$ cat src/rtl/seg7_pkg.sv
// Shared definitions for the 7-segment scan driver: segment codes,
// the hex-to-segment table and the scan FSM state encoding.
package seg7_pkg;

    // Segment patterns are active-low {a,b,c,d,e,f,g}, bit6 = a, bit0 = g.
    localparam logic [6:0] SEG_BLANK = 7'b1111111;
    localparam logic [6:0] SEG_DASH  = 7'b1111110;

    // Nibble value -> segment pattern, index 0 first.
    localparam logic [6:0] HEX_SEG [16] = '{
        7'b0000001,  // 0
        7'b1001111,  // 1
        7'b0010010,  // 2
        7'b0000110,  // 3
        7'b1001100,  // 4
        7'b0100100,  // 5
        7'b0100000,  // 6
        7'b0001111,  // 7
        7'b0000000,  // 8
        7'b0000100,  // 9
        7'b0001000,  // A
        7'b1100000,  // b
        7'b1110010,  // c
        7'b1000010,  // d
        7'b0110000,  // E
        7'b0111000   // F
    };

    // Scan FSM encoding: a digit is either lit (SHOW) or in its dead gap (DEAD).
    typedef enum logic {
        ST_DEAD = 1'b0,
        ST_SHOW = 1'b1
    } state_t;

    // Largest of three values; sizes the shared phase counter.
    function automatic int max3(input int a, input int b, input int c);
        int m;
        m = (a > b) ? a : b;
        return (m > c) ? m : c;
    endfunction

endpackage

$ cat src/rtl/seg7_hex_decode.sv
// Combinational nibble-to-segment decoder for one common-anode digit.
module seg7_hex_decode
    import seg7_pkg::*;
(
    input  logic [3:0] nibble,
    output logic [6:0] seg
);

    // Table lookup of the active-low segment pattern.
    always_comb begin
        seg = HEX_SEG[nibble];
    end

endmodule

$ cat src/rtl/seg7_scan_driver.sv
// Time-multiplexed scan driver for NUM_DIGITS common-anode 7-segment digits
// on a shared segment bus. New data is held in pending registers and only
// copied to the displayed (shadow) registers at the start of a frame, so a
// frame never mixes old and new values. Pins are registered one cycle after
// the FSM state that selects them.
module seg7_scan_driver
    import seg7_pkg::*;
#(
    parameter int NUM_DIGITS  = 4,
    parameter int CLK_DIV     = 16,
    parameter int DEAD_CYCLES = 2
) (
    input  logic                    clk,
    input  logic                    reset_n,
    input  logic [4*NUM_DIGITS-1:0] data_in,
    input  logic                    load,
    input  logic [NUM_DIGITS-1:0]   blank_mask,
    input  logic [NUM_DIGITS-1:0]   dash_mask,
    output logic [NUM_DIGITS-1:0]   an,
    output logic [6:0]              seg,
    output logic                    frame_tick
);

    localparam int CW = $clog2(max3(CLK_DIV, DEAD_CYCLES, 2));
    localparam int IW = (NUM_DIGITS > 1) ? $clog2(NUM_DIGITS) : 1;

    localparam logic [IW-1:0] LAST_IDX  = IW'(NUM_DIGITS - 1);
    localparam logic [CW-1:0] SHOW_LAST = CW'(CLK_DIV - 1);
    localparam logic [CW-1:0] DEAD_LAST = CW'((DEAD_CYCLES > 0) ? DEAD_CYCLES - 1 : 0);

    // One complete set of display contents.
    typedef struct packed {
        logic [4*NUM_DIGITS-1:0] data;
        logic [NUM_DIGITS-1:0]   blank;
        logic [NUM_DIGITS-1:0]   dash;
    } disp_t;

    state_t          state, state_nx;
    logic [CW-1:0]   cnt, cnt_nx;
    logic [IW-1:0]   idx, idx_nx, idx_inc;
    logic            enter_show;
    logic            commit;

    disp_t           incoming, pending, shadow;

    logic [3:0]      nib;
    logic            dig_blank;
    logic            dig_dash;
    logic [6:0]      hex_seg;

    logic [NUM_DIGITS-1:0] an_d;
    logic [6:0]            seg_d;
    logic                  tick_d;

    // Bundle the load-side inputs into one display record.
    always_comb begin
        incoming.data  = data_in;
        incoming.blank = blank_mask;
        incoming.dash  = dash_mask;
    end

    // Next digit index; the last digit, and any unreachable code above it, wraps to 0.
    always_comb begin
        idx_inc = (idx >= LAST_IDX) ? '0 : idx + IW'(1);
    end

    // FSM state register: phase, phase counter and digit index.
    // NOTE: sequential state uses non-blocking assignments so every register samples pre-edge values.
    always_ff @(posedge clk or negedge reset_n) begin
        if (!reset_n) begin
            state <= ST_DEAD;
            cnt   <= '0;
            idx   <= LAST_IDX;
        end else begin
            state <= state_nx;
            cnt   <= cnt_nx;
            idx   <= idx_nx;
        end
    end

    // Next-state logic: SHOW for CLK_DIV cycles, then DEAD for DEAD_CYCLES (skipped when 0).
    // NOTE: every output of a combinational block gets a default first so no latch is inferred.
    always_comb begin
        state_nx   = state;
        cnt_nx     = cnt + CW'(1);
        idx_nx     = idx;
        enter_show = 1'b0;
        unique case (state)
            ST_SHOW: begin
                if (cnt == SHOW_LAST) begin
                    cnt_nx = '0;
                    if (DEAD_CYCLES == 0) begin
                        enter_show = 1'b1;
                        idx_nx     = idx_inc;
                    end else begin
                        state_nx = ST_DEAD;
                    end
                end
            end
            ST_DEAD: begin
                if (DEAD_CYCLES == 0 || cnt == DEAD_LAST) begin
                    cnt_nx     = '0;
                    state_nx   = ST_SHOW;
                    idx_nx     = idx_inc;
                    enter_show = 1'b1;
                end
            end
        endcase
        commit = enter_show && (idx_inc == '0);
    end

    // Pending capture on load; shadow takes pending (or a same-cycle load) at frame start.
    always_ff @(posedge clk or negedge reset_n) begin
        if (!reset_n) begin
            pending      <= '0;
            shadow.data  <= '0;
            shadow.blank <= '1;
            shadow.dash  <= '0;
        end else begin
            if (load) begin
                pending <= incoming;
            end
            if (commit) begin
                shadow <= load ? incoming : pending;
            end
        end
    end

    // Select the active digit's nibble and mask bits; an out-of-range index reads as blank.
    always_comb begin
        nib       = '0;
        dig_blank = 1'b1;
        dig_dash  = 1'b0;
        for (int i = 0; i < NUM_DIGITS; i++) begin
            if (idx == IW'(i)) begin
                nib       = shadow.data[4*i +: 4];
                dig_blank = shadow.blank[i];
                dig_dash  = shadow.dash[i];
            end
        end
    end

    seg7_hex_decode u_hex_decode (
        .nibble (nib),
        .seg    (hex_seg)
    );

    // Output decode: one anode low while SHOW of a non-blank digit; blank beats dash beats hex.
    always_comb begin
        an_d   = '1;
        seg_d  = SEG_BLANK;
        tick_d = (state == ST_SHOW) && (idx == '0) && (cnt == '0);
        if (state == ST_SHOW && !dig_blank) begin
            an_d  = ~(NUM_DIGITS'(1) << idx);
            seg_d = dig_dash ? SEG_DASH : hex_seg;
        end
    end

    // Output registers; frame_tick lines up with the first lit cycle of digit 0.
    always_ff @(posedge clk or negedge reset_n) begin
        if (!reset_n) begin
            an         <= '1;
            seg        <= SEG_BLANK;
            frame_tick <= 1'b0;
        end else begin
            an         <= an_d;
            seg        <= seg_d;
            frame_tick <= tick_d;
        end
    end

endmodule
$ cat config.mk
export PLATFORM = sky130hd
export DESIGN_NAME = seg7_scan_driver
export DESIGN_NICKNAME = d
export VERILOG_FILES = /design/src/rtl/seg7_pkg.sv /design/src/rtl/seg7_hex_decode.sv /design/src/rtl/seg7_scan_driver.sv
export SDC_FILE = /design/constraint.sdc
export NUM_CORES = 1
export LEC_CHECK = 0
export ABC_CLOCK_PERIOD_IN_PS = 3200
export BUFFER_PORTS_ARGS = -buffer_cell sky130_fd_sc_hd__buf_2
export CAP_MARGIN = 15
export CORE_ASPECT_RATIO = 0.75
export CORE_MARGIN = 8
export CORE_UTILIZATION = 50
export CTS_CLUSTER_DIAMETER = 80
export DETAILED_ROUTE_END_ITERATION = 12
export HOLD_SLACK_MARGIN = 0.15
export MAX_ROUTING_LAYER = met4
export PLACE_DENSITY = 0.8
export SYNTH_ARGS = -nofsm -noshare
export SYNTH_HDL_FRONTEND = slang
export SYNTH_HIERARCHICAL = 1
export SYNTH_SLANG_ARGS = --single-unit
$ cat constraint.sdc
create_clock -name clk -period 3.2 [get_ports clk]
set_clock_uncertainty 0.05 [all_clocks]
set_input_delay 0.32 -clock clk [delete_from_list [all_inputs] [get_ports clk]]
set_output_delay 0.32 -clock clk [all_outputs]
set_load 0.005 [all_outputs]
==> key figures, run 1 <==
Die
  – Die footprint: 0.00926 mm2
  – Die X: 108 um
  – Initial Util: 0.513
  – DIE HEIGHT: 85.4 um
  – Num rows: 25
  – Core outline area: 0.00626 mm2
  – I/O Pins: 39

Setup path
  – CP arrival: 2.85 ns
  – Setup CP Type: reg2reg
  – Critical Path RT: 3.41 ns
  – Crit. End Element: flip-flop
  – Largest fanout on the critical path: 13
  – Setup crit start kind: flip-flop
  – R2r worst-path depth: 9

Synthesis
  – Synth warn: 6
  – EDFF count, synth: 0
  – Mapped Area: 0.00321 mm2
  – Syn_nets: 283
  – Main synth FF type: dfrtp_1
  – Flops & latches, synth: 67
  – Netlist cell types: 37
  – Sequential share of the synthesized area: 0.529
  – Mean Syn Cell Area: 13.3 um2
  – Syn Inst Count: 241
  – FFs w/ async S/R, synth: 1.00

GRT
  – First-pass GRT wire length: 10.3 mm
  – Vias in the first global route: 2072
  – Initial antenna violation count: 0
  – GRT Util Overall: 0.146
  – Largest net degree at the start of global routing: 49
  – GR Overflow Total: 0

Cells and area
  – Most common cell after layout, fill and taps aside: dfrtp_1
  – Layout cells sized above 1: 0.442
  – P&R area growth vs syn: 13.3%
  – Final non-filler cell area: 0.00364 mm2
  – Most frequent cells in the layout: dfrtp_1 (50), buf_2 (38), mux2_2 (30)
  – Layout fillers: 521
  – Final net count: 322
  – Final core utilization: 0.581
  – Antenna diodes: 0

Pwr
  – VDD IR max: 257 uV
  – Pwr Density: 488 mW/mm2
  – NetSw: 0.394 mW
  – Static leakage: 1.70 nW
  – Power share of the clock group: 0.382
  – Combinational Power Share: 0.093
  – Int Power: 1.38 mW
  – Seq pwr share: 0.525
  – Final Total Pwr: 1.77 mW
  – Switching fraction of total power: 0.222

Timing
  – Final Critical Period: 2.65 ns
  – Worst setup margin: 0.555 ns
  – Worst slew pin tran: 0.555 ns
  – Fin crit share: 0.827
  – Final hold violation count: 0
  – Final Slew Violations: 0
  – Slew headroom: 0.630
  – Setup tns final: 0 ns
  – Finish-stage setup viols: 0
  – RSZ-0062 raised after global routing: false
  – Fmax: 378 MHz

Routing
  – Initial drt markers: 62
  – Met2 Routed Length: 2.51 mm
  – DRC viols: 0
  – M1 WL: 2.94 mm
  – Final antenna-violating net count: 0
  – DR pass1 iterations: 5
  – DR vias: 1923
  – Final WL: 5.89 mm
  – Vias/cell: 5.25
  – WL met3: 366 um
  – DR WL/cell: 16.1 um
  – Max layer used: met4

Clock tree
  – Clk root buf: clkbuf_8
  – Clk buf depth: 2
  – Post-CTS sizing: 0
  – CTS buffer count: 9
  – Clock Sinks: 67
  – CTS tree: done
  – Setup Buffers After CTS: 0
  – H-tree depth: 3
  – Hold Buf Count CTS: 1
  – Clock Latency Late Sink: 0.35 ns
  – Worst-path clk slew: 0.07 ns

Job
  – Max-Cap Viols: 0

Placed design
  – RePlAce Congestion: 0.882
  – HPWL after detailed placement: 4.15 mm
  – Post-Place Setup Slack: 0.579 ns
  – Area after DPL: 0.00342 mm2
  – Input/output buffers: 38

Status
  – Outcome: completed

Min path
  – Worst hold stages: 2
  – Class of the worst hold path: in2reg
==> power groups by stage <==
stage                     combinational [mW]  sequential [mW]  clock (mW)
final                                  0.164            0.932       0.678
after floorplan                        0.101            0.941           0
after global routing                   0.185            0.938       0.731
after global placement                 0.158            0.945           0
after detailed placement               0.163            0.947           0
after CTS                              0.165            0.932       0.698
==> critical path: stages, from the launching register on <==
cell and delay, ns:
dfstp_2 0.58, ha_1 0.40, a21oi_1 0.11, o21ai_0 0.09, a22o_1 0.24, inv_1 0.13
ha_1 0.30, inv_1 0.04, mux4_2 0.44, nand4b_1 0.18
==> layer usage <==
layer / GRT usage / up-vias
met5: - / -
met4: 0.0731 / 0
met2: 0.197 / 49
li1: - / 930
met3: 0.0454 / 6
met1: 0.193 / 938
==> stage by stage <==
stage,hold slack (ns),cells
floorplan,-0.0256,241
global placement,0.433,348
detailed placement,0.439,348
CTS,0.159,365
global route,0.171,366
finish,0.172,366
==> cell type report <==
class,count,area (um2),share of cell area
multi-input combinational,147,1360,0.375
clock buffer,13,149,0.0409
inverter,13,48.8,0.0134
tap,81,101,0.0279
clock inverter,3,40.0,0.0110
sequential,67,1700,0.467
timing repair buffer,42,235,0.0647
==> sequential cells by signal (all words and copies together), names as in the netlist <==
| signal | flops |
|---|---|
| cnt | 4 |
| an | 4 |
| idx | 2 |
| pending | 24 |
| frame_tick | 1 |
| shadow | 24 |
| seg | 7 |
| state | 1 |
==> path summary, 6_finish.rpt <==
check                             endpoint         start  slack (ns)
worst max register to register      seg[3]        idx[0]        0.55
worst min-delay path            pending[1]  dash_mask[1]        0.17
worst max-delay path                seg[3]        idx[0]        0.55
max in group asynchronous            an[0]       reset_n        1.91
min in group asynchronous       pending[1]       reset_n        0.41
worst min register to register  pending[7]    pending[7]        0.45
==> logic make-up after synthesis <==
kind of cell / count (synthesis) / share of synthesized area
AO/OA/AOI/OAI: 36 / 0.0718
adder cells (fa/ha/maj): 15 / 0.0585
buffers and inverters: 27 / 0.0456
flip-flops: 67 / 0.529
multiplexers: 54 / 0.219
AND/OR/NAND/NOR: 42 / 0.0757
==> synthesized netlist by cell type, drive strengths merged (2+ instances only) <==
| master | n | share of area |
|---|---|---|
| nand2 | 15 | 0.018 |
| mux2i | 2 | 0.0062 |
| clkbuf | 9 | 0.011 |
| a211oi | 2 | 0.0047 |
| nand3 | 3 | 0.0047 |
| o211ai | 3 | 0.0070 |
| a21oi | 9 | 0.014 |
| buf | 5 | 0.020 |
| ha | 15 | 0.059 |
| mux2 | 50 | 0.20 |
| nor3b | 3 | 0.0070 |
| nand3b | 2 | 0.0047 |
| dfstp | 17 | 0.14 |
| inv | 13 | 0.015 |
| dfrtp | 50 | 0.39 |
| nor2 | 6 | 0.0070 |
| nor2b | 3 | 0.0059 |
| a22o | 4 | 0.011 |
| o21ai | 11 | 0.017 |
| nand4b | 6 | 0.016 |
| mux4 | 2 | 0.014 |
No activity file was read; power rests on OpenSTA's default activity.
==> inputs of run 2 (changes only) <==
ABC_CLOCK_PERIOD_IN_PS = 2300   (was 3200)
PLACE_DENSITY = 0.83   (was 0.8)
clock period = 2.3 ns   (was 3.2 ns; I/O delays follow)
==> key figures, run 2 (synthesis gave the netlist of run 1 again) <==
Timing
  – Fmax: 431 MHz (+14%)
  – Finish-stage setup viols: 1 (+1)
  – Final Critical Period: 2.32 ns (-0.323 ns)
  – Fin crit share: 1.01 (+0.183)
  – Slew headroom: 0.593 (-0.0372)
  – Final hold violation count: 0 (unchanged)
  – Worst setup margin: -0.0222 ns (-0.577 ns)
  – RSZ-0062 raised after global routing: true
  – Final Slew Violations: 0 (unchanged)
  – Worst slew pin tran: 0.611 ns (+0.0559 ns)

Pwr
  – Combinational Power Share: 0.115 (+0.022)
  – Pwr Density: 595 mW/mm2 (+22%)
  – Power share of the clock group: 0.354 (-0.028)
  – Int Power: 1.88 mW (+36%)
  – Switching fraction of total power: 0.231 (+0.00860)
  – Static leakage: 1.89 nW (+11%)
  – VDD IR max: 383 uV (+49%)
  – NetSw: 0.564 mW (+43%)
  – Seq pwr share: 0.531 (+0.006)
  – Final Total Pwr: 2.44 mW (+38%)

Cells and area
  – Final net count: 364 (+13%)
  – P&R area growth vs syn: 28.0%
  – Layout fillers: 465 (-11%)
  – Antenna diodes: 0 (unchanged)
  – Post-Layout Cell Count: 408 (+11%)
  – Layout cells sized above 1: 0.505 (+0.0625)
  – Most frequent cells in the layout: dfrtp_1 (50), buf_2 (38), mux2_2 (30)
  – Most common cell after layout, fill and taps aside: dfrtp_1
  – Final non-filler cell area: 0.00411 mm2 (+13%)
  – Largest regs: pending (24), shadow (24), seg (7)

Die
  – Core outline area: 0.00626 mm2 (unchanged)
  – Num rows: 25 (unchanged)
  – Die footprint: 0.00926 mm2 (unchanged)
  – DIE HEIGHT: 85.4 um (unchanged)
  – I/O Pins: 39 (unchanged)
  – Initial Util: 0.513 (unchanged)
  – Die X: 108 um (unchanged)

Setup path
  – Setup CP Type: reg2reg
  – Critical Path RT: 2.50 ns (-0.91 ns)
  – Crit path buf inv count: 3 (+1)
  – CP arrival: 2.53 ns (-0.32 ns)
  – Crit-path slowest cell: dfstp_2
  – Largest fanout on the critical path: 6 (-7)
  – Crit. End Element: flip-flop
  – Reg-to-reg slack, setup: -0.02 ns (-0.58 ns)
  – Most common cell on crit path: ha_4
  – Cell family with most CP delay: flip-flops
  – Reg2reg start: idx[0]
  – Crit path cell chain: buf_6 -> ha_4 -> a21oi_2 -> o21ai_1 -> a22o_4 -> inv_4 -> ha_4 -> inv_2 -> mux4_2 -> nand4b_1
  – Largest stage delay on the critical path: 0.57 ns (about the same)
  – Worst setup startpoint: idx[0]
  – Setup crit start kind: flip-flop

Placed design
  – Area after DPL: 0.00355 mm2 (+3.9%)
  – Input/output buffers: 38 (unchanged)
  – Post-Place Setup Slack: -0.109 ns (-0.689 ns)
  – Placed Cells: 361 (+3.7%)
  – HPWL after detailed placement: 4.45 mm (+7.3%)
  – RePlAce Congestion: 0.872 (-1.2%)

Routing
  – Vias/cell: 5.32 (+1.3%)
  – DR pass1 iterations: 4 (-1)
  – Final antenna-violating net count: 0 (unchanged)
  – DR WL/cell: 16.1 um (+0.25%)
  – Initial drt markers: 121 (+95%)
  – Final WL: 6.58 mm (+12%)
  – DRC viols: 0 (unchanged)
  – DR vias: 2171 (+13%)

GRT
  – GRT Util Overall: 0.158 (+0.0117)
  – GR Overflow Total: 0 (unchanged)
  – Vias in the first global route: 2202 (+6.3%)
  – First-pass GRT wire length: 11.0 mm (+7.4%)
  – Initial antenna violation count: 0 (unchanged)
  – Largest net degree at the start of global routing: 42 (-14%)

Clock tree
  – Clk buf depth: 2 (unchanged)
  – Clock Sinks: 67 (unchanged)
  – Clk root buf: clkbuf_8
  – CTS tree: done
  – Clock Latency Late Sink: 0.34 ns (about the same)
  – Worst-path clk slew: 0.07 ns (about the same)
  – H-tree depth: 3 (unchanged)
  – CTS buffer count: 9 (unchanged)

Status
  – Outcome: finished, violations left
  – Failing checks: negative setup slack

Min path
  – Class of the worst hold path: in2async

Job
  – Max-Cap Viols: 0 (unchanged)
## run 2: per-layer routing
layer,global-route usage,vias to the layer above,share of wire
li1,-,1013,-
met4,0.0409,0,0.0067
met1,0.208,1082,0.46
met2,0.220,70,0.46
met5,-,-,0
met3,0.0636,6,0.072
## run 2: what timing repair did
item                                    in CTS  in global routing
gates resized for setup                      6                 16
endpoints found under the setup margin       2                  5
hold buffers                                25                  0
pin swaps                                    1                  8
endpoints found under the hold margin       50                  0
buffers inserted                             2                  4
## run 2: layout make-up
cell class / count / area (um2) / share of cell area
Tap cell: 81 / 101 / 0.0247
Inverter: 13 / 53.8 / 0.0131
Clock inverter: 2 / 10.0 / 0.00244
Multi-Input combinational cell: 147 / 1460 / 0.356
Clock buffer: 14 / 163 / 0.0396
Sequential cell: 67 / 1700 / 0.413
Timing Repair Buffer: 84 / 618 / 0.151
## run 2: stage by stage
step	hold slack (ns)	setup TNS (ns)	util
after floorplan	-0.116	-0.101	-
after global placement	0.220	-0.0104	0.568
after detailed placement	0.224	-0.141	0.568
after CTS	0.380	-0.136	0.645
after global routing	0.432	-0.223	0.656
final	0.383	-0.0222	0.656
## run 2: path summary, 6_finish.rpt
path,to,cells after the start
setup / recovery,seg[3],10
hold / removal,pending[2],2
setup reg to reg,seg[3],10
hold reg to reg,pending[2],1
max in group asynchronous,an[1],3
min in group clk,pending[2],1
## run 2: worst register-to-register path, stage by stage (launching register included)
cell	delay (ns)
dfstp_2	0.57
buf_6	0.11
ha_4	0.16
a21oi_2	0.07
o21ai_1	0.11
a22o_4	0.19
inv_4	0.06
ha_4	0.26
inv_2	0.03
mux4_2	0.43
nand4b_1	0.19
## run 2: power groups by stage
stage	logic, mW	registers [mW]	clock network (mW)
after floorplan	0.142	1.31	0
after global placement	0.228	1.31	0
after detailed placement	0.235	1.32	0
after CTS	0.274	1.30	0.892
after global routing	0.311	1.31	0.945
final	0.280	1.30	0.865
==> inputs of run 3 (changes only) <==
BUFFER_PORTS_ARGS = unset   (was -buffer_cell sky130_fd_sc_hd__buf_2)
CORE_ASPECT_RATIO = unset   (was 0.75)
DONT_BUFFER_PORTS = 1   (was unset)
PLACE_DENSITY = 0.78   (was 0.83)
==> key figures, run 3 (synthesis gave the netlist of run 1 again) <==
Routing
  – DR pass1 iterations: 5 (+1)
  – DRC viols: 0 (unchanged)
  – Final antenna-violating net count: 0 (unchanged)
  – Final WL: 6.55 mm (-0.44%)
  – Vias/cell: 5.22 (-1.9%)
  – DR WL/cell: 16.8 um (+4.2%)
  – DR vias: 2036 (-6.2%)
  – Initial drt markers: 139 (+15%)

Setup path
  – Largest stage delay on the critical path: 0.59 ns (+0.02 ns)
  – Crit path cell chain: inv_2 -> ha_4 -> a21oi_2 -> o21ai_2 -> a22o_1 -> inv_2 -> ha_4 -> inv_2 -> mux4_2 -> nand4b_1
  – CP arrival: 2.58 ns (+0.05 ns)
  – Setup crit start kind: flip-flop
  – Setup CP Type: reg2reg
  – Reg2reg start: idx[1]
  – Reg-to-reg slack, setup: -0.07 ns (-0.04 ns)
  – Reg2Reg Capture Point: seg[3]
  – Cell family with most CP delay: flip-flops
  – Critical Path RT: 2.51 ns (about the same)
  – Crit. End Element: flip-flop
  – Most common cell on crit path: inv_2
  – Crit-path slowest cell: dfstp_2
  – Crit path buf inv count: 3 (unchanged)
  – Largest fanout on the critical path: 7 (+1)
  – R2r worst-path depth: 10 (unchanged)

Clock tree
  – Clk buf depth: 2 (unchanged)
  – CTS buffer count: 9 (unchanged)
  – CTS tree: done
  – Clock Latency Late Sink: 0.36 ns (+0.02 ns)
  – Clock Sinks: 67 (unchanged)
  – Worst-path clk slew: 0.08 ns (about the same)
  – Clk root buf: clkbuf_8
  – H-tree depth: 3 (unchanged)

Pwr
  – Power share of the clock group: 0.407 (+0.053)
  – Seq pwr share: 0.481 (-0.050)
  – Final Total Pwr: 2.70 mW (+11%)
  – NetSw: 0.627 mW (+11%)
  – VDD IR max: 542 uV (+41%)
  – Pwr Density: 645 mW/mm2 (+8.5%)
  – Switching fraction of total power: 0.232 (+0.00117)
  – Combinational Power Share: 0.111 (-0.004)
  – Static leakage: 1.86 nW (-1.6%)
  – Int Power: 2.08 mW (+11%)

Placed design
  – Placed Cells: 316 (-12%)
  – HPWL after detailed placement: 4.06 mm (-8.7%)
  – Area after DPL: 0.00332 mm2 (-6.5%)
  – RePlAce Congestion: 0.820 (-5.9%)
  – Post-Place Setup Slack: -0.0976 ns (+0.0119 ns)
  – Input/output buffers: 0 (-100%)

Cells and area
  – Largest regs: pending (24), shadow (24), seg (7)
  – Final core utilization: 0.668 (+0.0113)
  – Final net count: 350 (-3.8%)
  – P&R area growth vs syn: 30.7%
  – Layout cells sized above 1: 0.406 (-0.0988)
  – Post-Layout Cell Count: 390 (-4.4%)
  – Most frequent cells in the layout: dfrtp_1 (50), dlygate4sd3_1 (50), mux2_2 (30)
  – Final non-filler cell area: 0.00419 mm2 (+2.1%)
  – Antenna diodes: 0 (unchanged)

Timing
  – Final Critical Period: 2.37 ns (+0.0435 ns)
  – Worst setup margin: -0.0657 ns (-0.0435 ns)
  – Fmax: 423 MHz (-1.8%)
  – Fin crit share: 1.03 (+0.0189)
  – Final Slew Violations: 0 (unchanged)
  – Worst slew pin tran: 0.455 ns (-0.156 ns)
  – Slew headroom: 0.697 (+0.104)
  – RSZ-0062 raised after global routing: true
  – Final hold violation count: 0 (unchanged)
  – Setup tns final: -0.104 ns (-0.0817 ns)
  – Finish-stage setup viols: 2 (+1)
  – Min Hold Slack: 0.385 ns (+0.00191 ns)

Die
  – Die footprint: 0.00924 mm2 (-0.29%)
  – Core outline area: 0.00628 mm2 (+0.34%)
  – Num rows: 29 (+16%)
  – DIE HEIGHT: 96.1 um (+13%)
  – Die X: 96.1 um (-11%)
  – Initial Util: 0.511 (-0.00174)
  – I/O Pins: 39 (unchanged)

GRT
  – Largest net degree at the start of global routing: 68 (+62%)
  – Initial antenna violation count: 0 (unchanged)
  – Vias in the first global route: 2205 (+0.14%)
  – GRT Util Overall: 0.163 (+0.00463)
  – First-pass GRT wire length: 11.0 mm (-0.82%)
  – GR Overflow Total: 0 (unchanged)

Status
  – Failing checks: negative setup slack
  – Outcome: finished, violations left

Min path
  – Class of the worst hold path: in2async

Job
  – Max-Cap Viols: 0 (unchanged)
==> run 3: cell count changes in the layout (fill, tap and decap cells not counted), sizes merged <==
cell / before / now
buf: 59 / 20
dlygate4sd3: 25 / 50
clkbuf: 14 / 9
clkinvlp: 0 / 3
bufinv: 0 / 2
clkinv: 2 / 0
inv: 13 / 15
==> run 3: repair_timing <==
action                     4_1_cts  5_1_grt
setup buffers                    5        2
gates resized for setup         10        7
hold buffers                    51        0
setup endpoints to repair        2        7
pin swaps                        2        2
hold endpoints to repair       115        0
==> run 3: cell type report <==
class / count / area [um2]
clock buffer: 9 / 124
tap: 77 / 96.3
multi-input combinational: 147 / 1440
fill: 423 / 2090
inverter: 13 / 51.3
sequential: 67 / 1700
timing repair buffer: 70 / 678
clock inverter: 7 / 100
==> run 3: how the worst max path moves through the flow <==
stage	start	to	slack, ns	depth (start not counted)
floorplan	idx[0]	seg[3]	-0.07	10
global placement	idx[0]	seg[3]	-0.02	9
finish	idx[1]	seg[3]	-0.07	10
global route	idx[0]	seg[3]	-0.18	9
CTS	idx[0]	seg[3]	-0.02	9
detailed placement	idx[0]	seg[3]	-0.1	9
==> run 3: metal layers <==
metal  up-vias  track usage  routed length (um)
met2        50        0.246                3170
met5         -            -                   0
met1       994        0.199                3030
met4         0       0.0743                 118
li1        982            -                   -
met3        10       0.0437                 227
==> run 3: power by group through the flow <==
stage	sequential [mW]	combinational, mW	clock [mW]
floorplan	1.31	0.142	0
global placement	1.32	0.155	0
detailed placement	1.32	0.160	0
CTS	1.30	0.294	1.12
global route	1.31	0.328	1.19
finish	1.30	0.300	1.10
